[config.mk]
export PLATFORM = sky130hd
export DESIGN_NAME = botoes_condicionador
export DESIGN_NICKNAME = d
export VERILOG_FILES = /design/src/rtl/botoes_condicionador.sv
export SDC_FILE = /design/constraint.sdc
export NUM_CORES = 1
export LEC_CHECK = 0
export ABC_CLOCK_PERIOD_IN_PS = 3250
export BUFFER_PORTS_ARGS = -buffer_cell sky130_fd_sc_hd__buf_4
export CAP_MARGIN = 0
export CELL_PAD_IN_SITES_DETAIL_PLACEMENT = 1
export CELL_PAD_IN_SITES_GLOBAL_PLACEMENT = 1
export CORE_MARGIN = 4
export CORE_UTILIZATION = 45
export DETAILED_ROUTE_END_ITERATION = 16
export PLACE_DENSITY = 0.85
export SLEW_MARGIN = 20
export SYNTH_ARGS = -nofsm -noshare
export SYNTH_HDL_FRONTEND = slang
export SYNTH_SLANG_ARGS = --single-unit
[constraint.sdc]
create_clock -name clock -period 3.25 [get_ports clock]
set_clock_uncertainty 0.1 [all_clocks]
set_input_delay 0.325 -clock clock [delete_from_list [all_inputs] [get_ports clock]]
set_output_delay 0.325 -clock clock [all_outputs]
set_load 0.01 [all_outputs]
[src/rtl/botoes_condicionador.sv]
// Push-button conditioning: 2-flop synchroniser, press/release debounce and one-hot enforcement.
// Optional macro BOTOES_PRIORIDADE_EN resolves chords to the lowest-index button instead of rejecting them.
module botoes_condicionador #(
    parameter int N_BOTOES        = 7,
    parameter int DEBOUNCE_CYCLES = 20,
    parameter int CNT_W           = 5
) (
    input  logic                clock,
    input  logic                reset,
    input  logic                enable,
    input  logic [N_BOTOES-1:0] botoes_raw,
    output logic [N_BOTOES-1:0] botoes,
    output logic                pressionado,
    output logic                erro_multiplo,
    output logic [2:0]          db_estado
);

    localparam logic [2:0] OCIOSO       = 3'd0;
    localparam logic [2:0] CONFIRMA     = 3'd1;
    localparam logic [2:0] PRESSIONADO  = 3'd2;
    localparam logic [2:0] SOLTA        = 3'd3;
    localparam logic [2:0] ESPERA_SOLTA = 3'd4;

    localparam logic [CNT_W-1:0]    CNT_ULTIMO = CNT_W'(DEBOUNCE_CYCLES - 1);
    localparam logic [CNT_W-1:0]    CNT_UM     = CNT_W'(1);
    localparam logic [N_BOTOES-1:0] VEC_UM     = N_BOTOES'(1);

    logic [N_BOTOES-1:0] sync_1;
    logic [N_BOTOES-1:0] sync_2;

    logic [2:0]          estado;
    logic [2:0]          estado_prox;
    logic [CNT_W-1:0]    cnt;
    logic [CNT_W-1:0]    cnt_prox;
    logic [N_BOTOES-1:0] candidato;
    logic [N_BOTOES-1:0] candidato_prox;
    logic                erro_prox;
    logic [N_BOTOES-1:0] botoes_prox;

    logic [N_BOTOES-1:0] amostra;
    logic                amostra_zero;
    logic                amostra_multi;

    // Raw levels are asynchronous to the game clock; only sync_2 is ever used downstream.
    always_ff @(posedge clock or posedge reset) begin
        if (reset) begin
            sync_1 <= '0;
            sync_2 <= '0;
        end else begin
            sync_1 <= botoes_raw;
            sync_2 <= sync_1;
        end
    end

`ifdef BOTOES_PRIORIDADE_EN
    // Isolate the lowest set bit so a chord becomes an ordinary single press.
    always_comb begin
        amostra       = sync_2 & (~sync_2 + VEC_UM);
        amostra_zero  = (sync_2 == '0);
        amostra_multi = 1'b0;
    end
`else
    always_comb begin
        amostra       = sync_2;
        amostra_zero  = (sync_2 == '0);
        amostra_multi = !amostra_zero && ((sync_2 & (sync_2 - VEC_UM)) != '0);
    end
`endif

    always_comb begin
        estado_prox    = estado;
        cnt_prox       = cnt;
        candidato_prox = candidato;
        erro_prox      = 1'b0;

        if (!enable) begin
            estado_prox    = OCIOSO;
            cnt_prox       = '0;
            candidato_prox = '0;
        end else begin
            case (estado)
                OCIOSO: begin
                    cnt_prox = '0;
                    if (amostra_multi) begin
                        erro_prox   = 1'b1;
                        estado_prox = ESPERA_SOLTA;
                    end else if (!amostra_zero) begin
                        candidato_prox = amostra;
                        estado_prox    = CONFIRMA;
                    end
                end

                // Any change at all, even to another one-hot code, aborts the press.
                CONFIRMA: begin
                    if (amostra != candidato) begin
                        estado_prox = OCIOSO;
                        cnt_prox    = '0;
                    end else if (cnt == CNT_ULTIMO) begin
                        estado_prox = PRESSIONADO;
                        cnt_prox    = '0;
                    end else begin
                        cnt_prox = cnt + CNT_UM;
                    end
                end

                PRESSIONADO: begin
                    cnt_prox = '0;
                    if (amostra_zero) begin
                        estado_prox = SOLTA;
                    end else if (amostra != candidato) begin
`ifdef BOTOES_PRIORIDADE_EN
                        estado_prox = OCIOSO;
`else
                        erro_prox   = 1'b1;
                        estado_prox = ESPERA_SOLTA;
`endif
                    end
                end

                // Output stays asserted here so a release bounce is invisible downstream.
                SOLTA: begin
                    if (amostra == candidato) begin
                        estado_prox = PRESSIONADO;
                        cnt_prox    = '0;
                    end else if (amostra_zero) begin
                        if (cnt == CNT_ULTIMO) begin
                            estado_prox = OCIOSO;
                            cnt_prox    = '0;
                        end else begin
                            cnt_prox = cnt + CNT_UM;
                        end
                    end else begin
                        cnt_prox = '0;
`ifdef BOTOES_PRIORIDADE_EN
                        estado_prox = OCIOSO;
`else
                        erro_prox   = 1'b1;
                        estado_prox = ESPERA_SOLTA;
`endif
                    end
                end

                ESPERA_SOLTA: begin
                    if (!amostra_zero) begin
                        cnt_prox = '0;
                    end else if (cnt == CNT_ULTIMO) begin
                        estado_prox = OCIOSO;
                        cnt_prox    = '0;
                    end else begin
                        cnt_prox = cnt + CNT_UM;
                    end
                end

                default: begin
                    estado_prox = OCIOSO;
                    cnt_prox    = '0;
                end
            endcase
        end
    end

    always_comb begin
        botoes_prox = '0;
        if ((estado_prox == PRESSIONADO) || (estado_prox == SOLTA)) begin
            botoes_prox = candidato_prox;
        end
    end

    // Outputs are registered from the next-state values so they change on the same edge as the state.
    always_ff @(posedge clock or posedge reset) begin
        if (reset) begin
            estado        <= OCIOSO;
            cnt           <= '0;
            candidato     <= '0;
            botoes        <= '0;
            pressionado   <= 1'b0;
            erro_multiplo <= 1'b0;
        end else begin
            estado        <= estado_prox;
            cnt           <= cnt_prox;
            candidato     <= candidato_prox;
            botoes        <= botoes_prox;
            pressionado   <= |botoes_prox;
            erro_multiplo <= erro_prox;
        end
    end

    assign db_estado = estado;

endmodule

==> flow_metrics.tcl <==
set metrics [dict create \
    mostFrequentLayoutCells "dfrtp_1 (38), buf_4 (23), nor2_1 (17), nor2b_1 (9)" \
    synth-simple-area-share_pct 19.7 \
    min_path_type "in2reg" \
    worst_slew_pin_slew_ps 886 \
    cap_violations 0 \
    ys_warn_count 0 \
    holdPathStages 1 \
    p_sw_w 0.000248 \
    num_antenna_cells 0 \
    synth-compound-area-share_pct 10.5 \
    seqPwrFrac_pct 46.3 \
    p_per_area_nw_per_um2 549 \
    synth-edff-count 0 \
    cts_buffers 5 \
    p_sw_share_pct 22.1 \
    die_h_um 69.2 \
    crit_arrival_ps 2690 \
    path_max_fanout 5 \
    period_share_pct 79.0 \
    syn_avg_cell_area_um2 11.6 \
    cp-startpoint "amostra[5]$_DFF_PP0_" \
    drive_gt1_share_pct 24.4 \
    synth_flop_cell "dfrtp_1" \
    timing.rr.end "cnt[2]$_DFF_PP0_" \
    async_flop_share_pct 100 \
    nets 182 \
    coreArea_um2 3470 \
    ir_worst_vdd_uv 458 \
    syn2layout_area_growth_pct 21.1 \
    postCtsSetupBuffers 0 \
    clockPowerShare_pct 44.3 \
    ys_seq_area_share_pct 56.4 \
    wl_per_cell_um 18.0 \
    p_int_w 0.000873 \
    cts_root_buf "clkbuf_8" \
    synth_xor_area_share_pct 4.67 \
    post-place-ws_ps 779 \
    fin_tns_setup_ps 0 \
    detail_route.first_pass.iterations 4 \
    vias 1221 \
    path_class "reg2reg" \
    netlist_instances 145 \
    use_met2_pct 31.0 \
    clkSinkCount 38 \
    syn-num-nets 156 \
    finalHoldViolCount 0 \
    setup_viol 0 \
    synth_top_family_by_area "simple AND/OR/NAND/NOR gates" \
    netlist_area_um2 1690 \
    final_common_cell "dfrtp_1" \
    viasPerCell 5.60 \
    initial_core_util_pct 48.6 \
    worst_slack_ps 682 \
    fp-row-count 21 \
    antenna_found_initial 0 \
    fillers 374 \
    pwr-share-comb_pct 9.4 \
    reg2reg_from "amostra[5]$_DFF_PP0_" \
    max_freq_mhz 389 \
    cts_tree "yes" \
    cts_buffer_depth 2 \
    clkTransAtPathRegs_ps 80 \
    die_area_um2 4790 \
    rsz0062_at_grt "false" \
    die_w_um 69.2 \
    drtIter0Drc 44 \
    status "complete, no violations" \
    required_ps 3370 \
    drc 0 \
    whs_endpoint "sync_1[3]$_DFF_PP0_" \
    end_kind "flip-flop" \
    ant_nets 0 \
    grt_pass1_wl_um 6600 \
    place_congestion 0.852 \
    grt_usage_pct 17.7 \
    io-pin-count 22 \
    grt_max_degree 21 \
    holdBufCountCts 0 \
    multiInputGateArea_um2 696 \
    use_met1_pct 20.2 \
    synth_adder_area_share_pct 1.93 \
    grt_pass1_vias 1328 \
    cellLeakagePower_nw 0.953 \
    finalMaxSlewViolations 0 \
    synthMuxAreaShare_pct 4.45 \
    synth_cell_types 46 \
    final-seq-area_um2 951 \
    wl_um 3920 \
    grt-ovfl-total 0 \
    start_kind "flip-flop" \
    min_from "botoes_raw[3]" \
    r2r_slack_ps 680 \
    place.port_buffers 21 \
    r2r_cells 6 \
    grt.busiest_layer "met2" \
    cts_resized 0 \
    ys_ff_latch 38 \
    fin_crit_ps 2570 \
    clock_latency_ps 300 \
    max_slew_margin_pct 40.1 \
    cts_max_level 2 \
    met3_usage_pct 5.36 \
    dpl.hpwl_um 2830 \
]
[synth_stat cells (2+ instances only)]
cell type / count / area share (%)
xor2_1: 3 / 1.6
nor3_1: 3 / 0.89
xnor2_1: 6 / 3.1
buf_2: 2 / 0.59
a22oi_1: 2 / 0.89
o21ai_0: 3 / 0.89
clkbuf_1: 2 / 0.45
maj3_1: 2 / 1.2
a21o_1: 2 / 0.89
nand3b_1: 2 / 0.89
or3_1: 2 / 0.74
nor2_1: 17 / 3.8
nand3_1: 3 / 0.89
a21oi_1: 2 / 0.59
nor2b_1: 9 / 3.3
or2_2: 2 / 0.74
dfrtp_1: 38 / 56
or4_4: 2 / 1.3
mux2i_1: 6 / 3.6
nand2_1: 5 / 1.1
nor4_1: 2 / 0.74
inv_1: 6 / 1.3
[cell type report]
type,instances,share of cell area [%]
flip-flops and latches,38,46.6
inverters,6,1.10
multi-input cells,97,34.1
clock inverters,2,2.94
well taps,46,2.82
clock buffers,6,4.04
repair buffers,23,8.46
[cells by family after synthesis]
group | Yosys count
compound gates | 22
buf+inv | 10
mux | 7
flops | 38
simple gates | 56
xor+xnor | 9
fa+ha+maj | 3
[metal layers]
| layer | vias to the layer above | wire, um |
|---|---|---|
| li1 | 554 | - |
| met1 | 640 | 1600 |
| met2 | 22 | 2110 |
| met3 | 5 | 141 |
| met4 | 0 | 63 |
| met5 | - | 0 |
[critical path, stage by stage (launching register included)]
cell      delay, ps
dfrtp_1         430
or4_4           600
nor4_1          500
nand2_1         200
nor3b_1         310
o211ai_1        200
nor2_1          160
[metrics by stage]
stage | util (%) | hold slack, ps | cell area (um2) | instances | total power [W]
detailed placement | 54.8 | 240 | 1900 | 210 | 0.000635
global route | 58.9 | 19.4 | 2040 | 218 | 0.00116
CTS | 58.9 | 30.5 | 2040 | 218 | 0.00112
global placement | 54.8 | 232 | 1900 | 210 | 0.000625
floorplan | - | 231 | 1690 | 145 | 0.000590
finish | 58.9 | 37.4 | 2040 | 218 | 0.00112
[how the worst max path moves through the flow]
stage / cells past startpoint / slack [ps] / to
final: 6 / 680 / cnt[2]$_DFF_PP0_
after global routing: 6 / 510 / cnt[2]$_DFF_PP0_
after CTS: 6 / 720 / cnt[2]$_DFF_PP0_
after detailed placement: 6 / 780 / pressionado$_DFF_PP0_
after global placement: 6 / 850 / pressionado$_DFF_PP0_
after floorplan: 6 / 890 / pressionado$_DFF_PP0_
[power groups by stage]
stage | registers, W | logic (W) | clock network (W)
final | 0.000519 | 0.000106 | 0.000496
after global routing | 0.000521 | 0.000118 | 0.000523
after CTS | 0.000519 | 0.000108 | 0.000498
after detailed placement | 0.000528 | 0.000107 | 0
after global placement | 0.000524 | 0.000101 | 0
after floorplan | 0.000521 | 0.0000686 | 0
[flip-flops by register name, indices dropped and copies added, names as in the netlist]
signal / count
amostra: 7
botoes: 7
candidato: 7
sync_1: 7
cnt: 5
db_estado: 3
erro_multiplo: 1
pressionado: 1
Note: power is estimated with default switching activity, not from simulation.
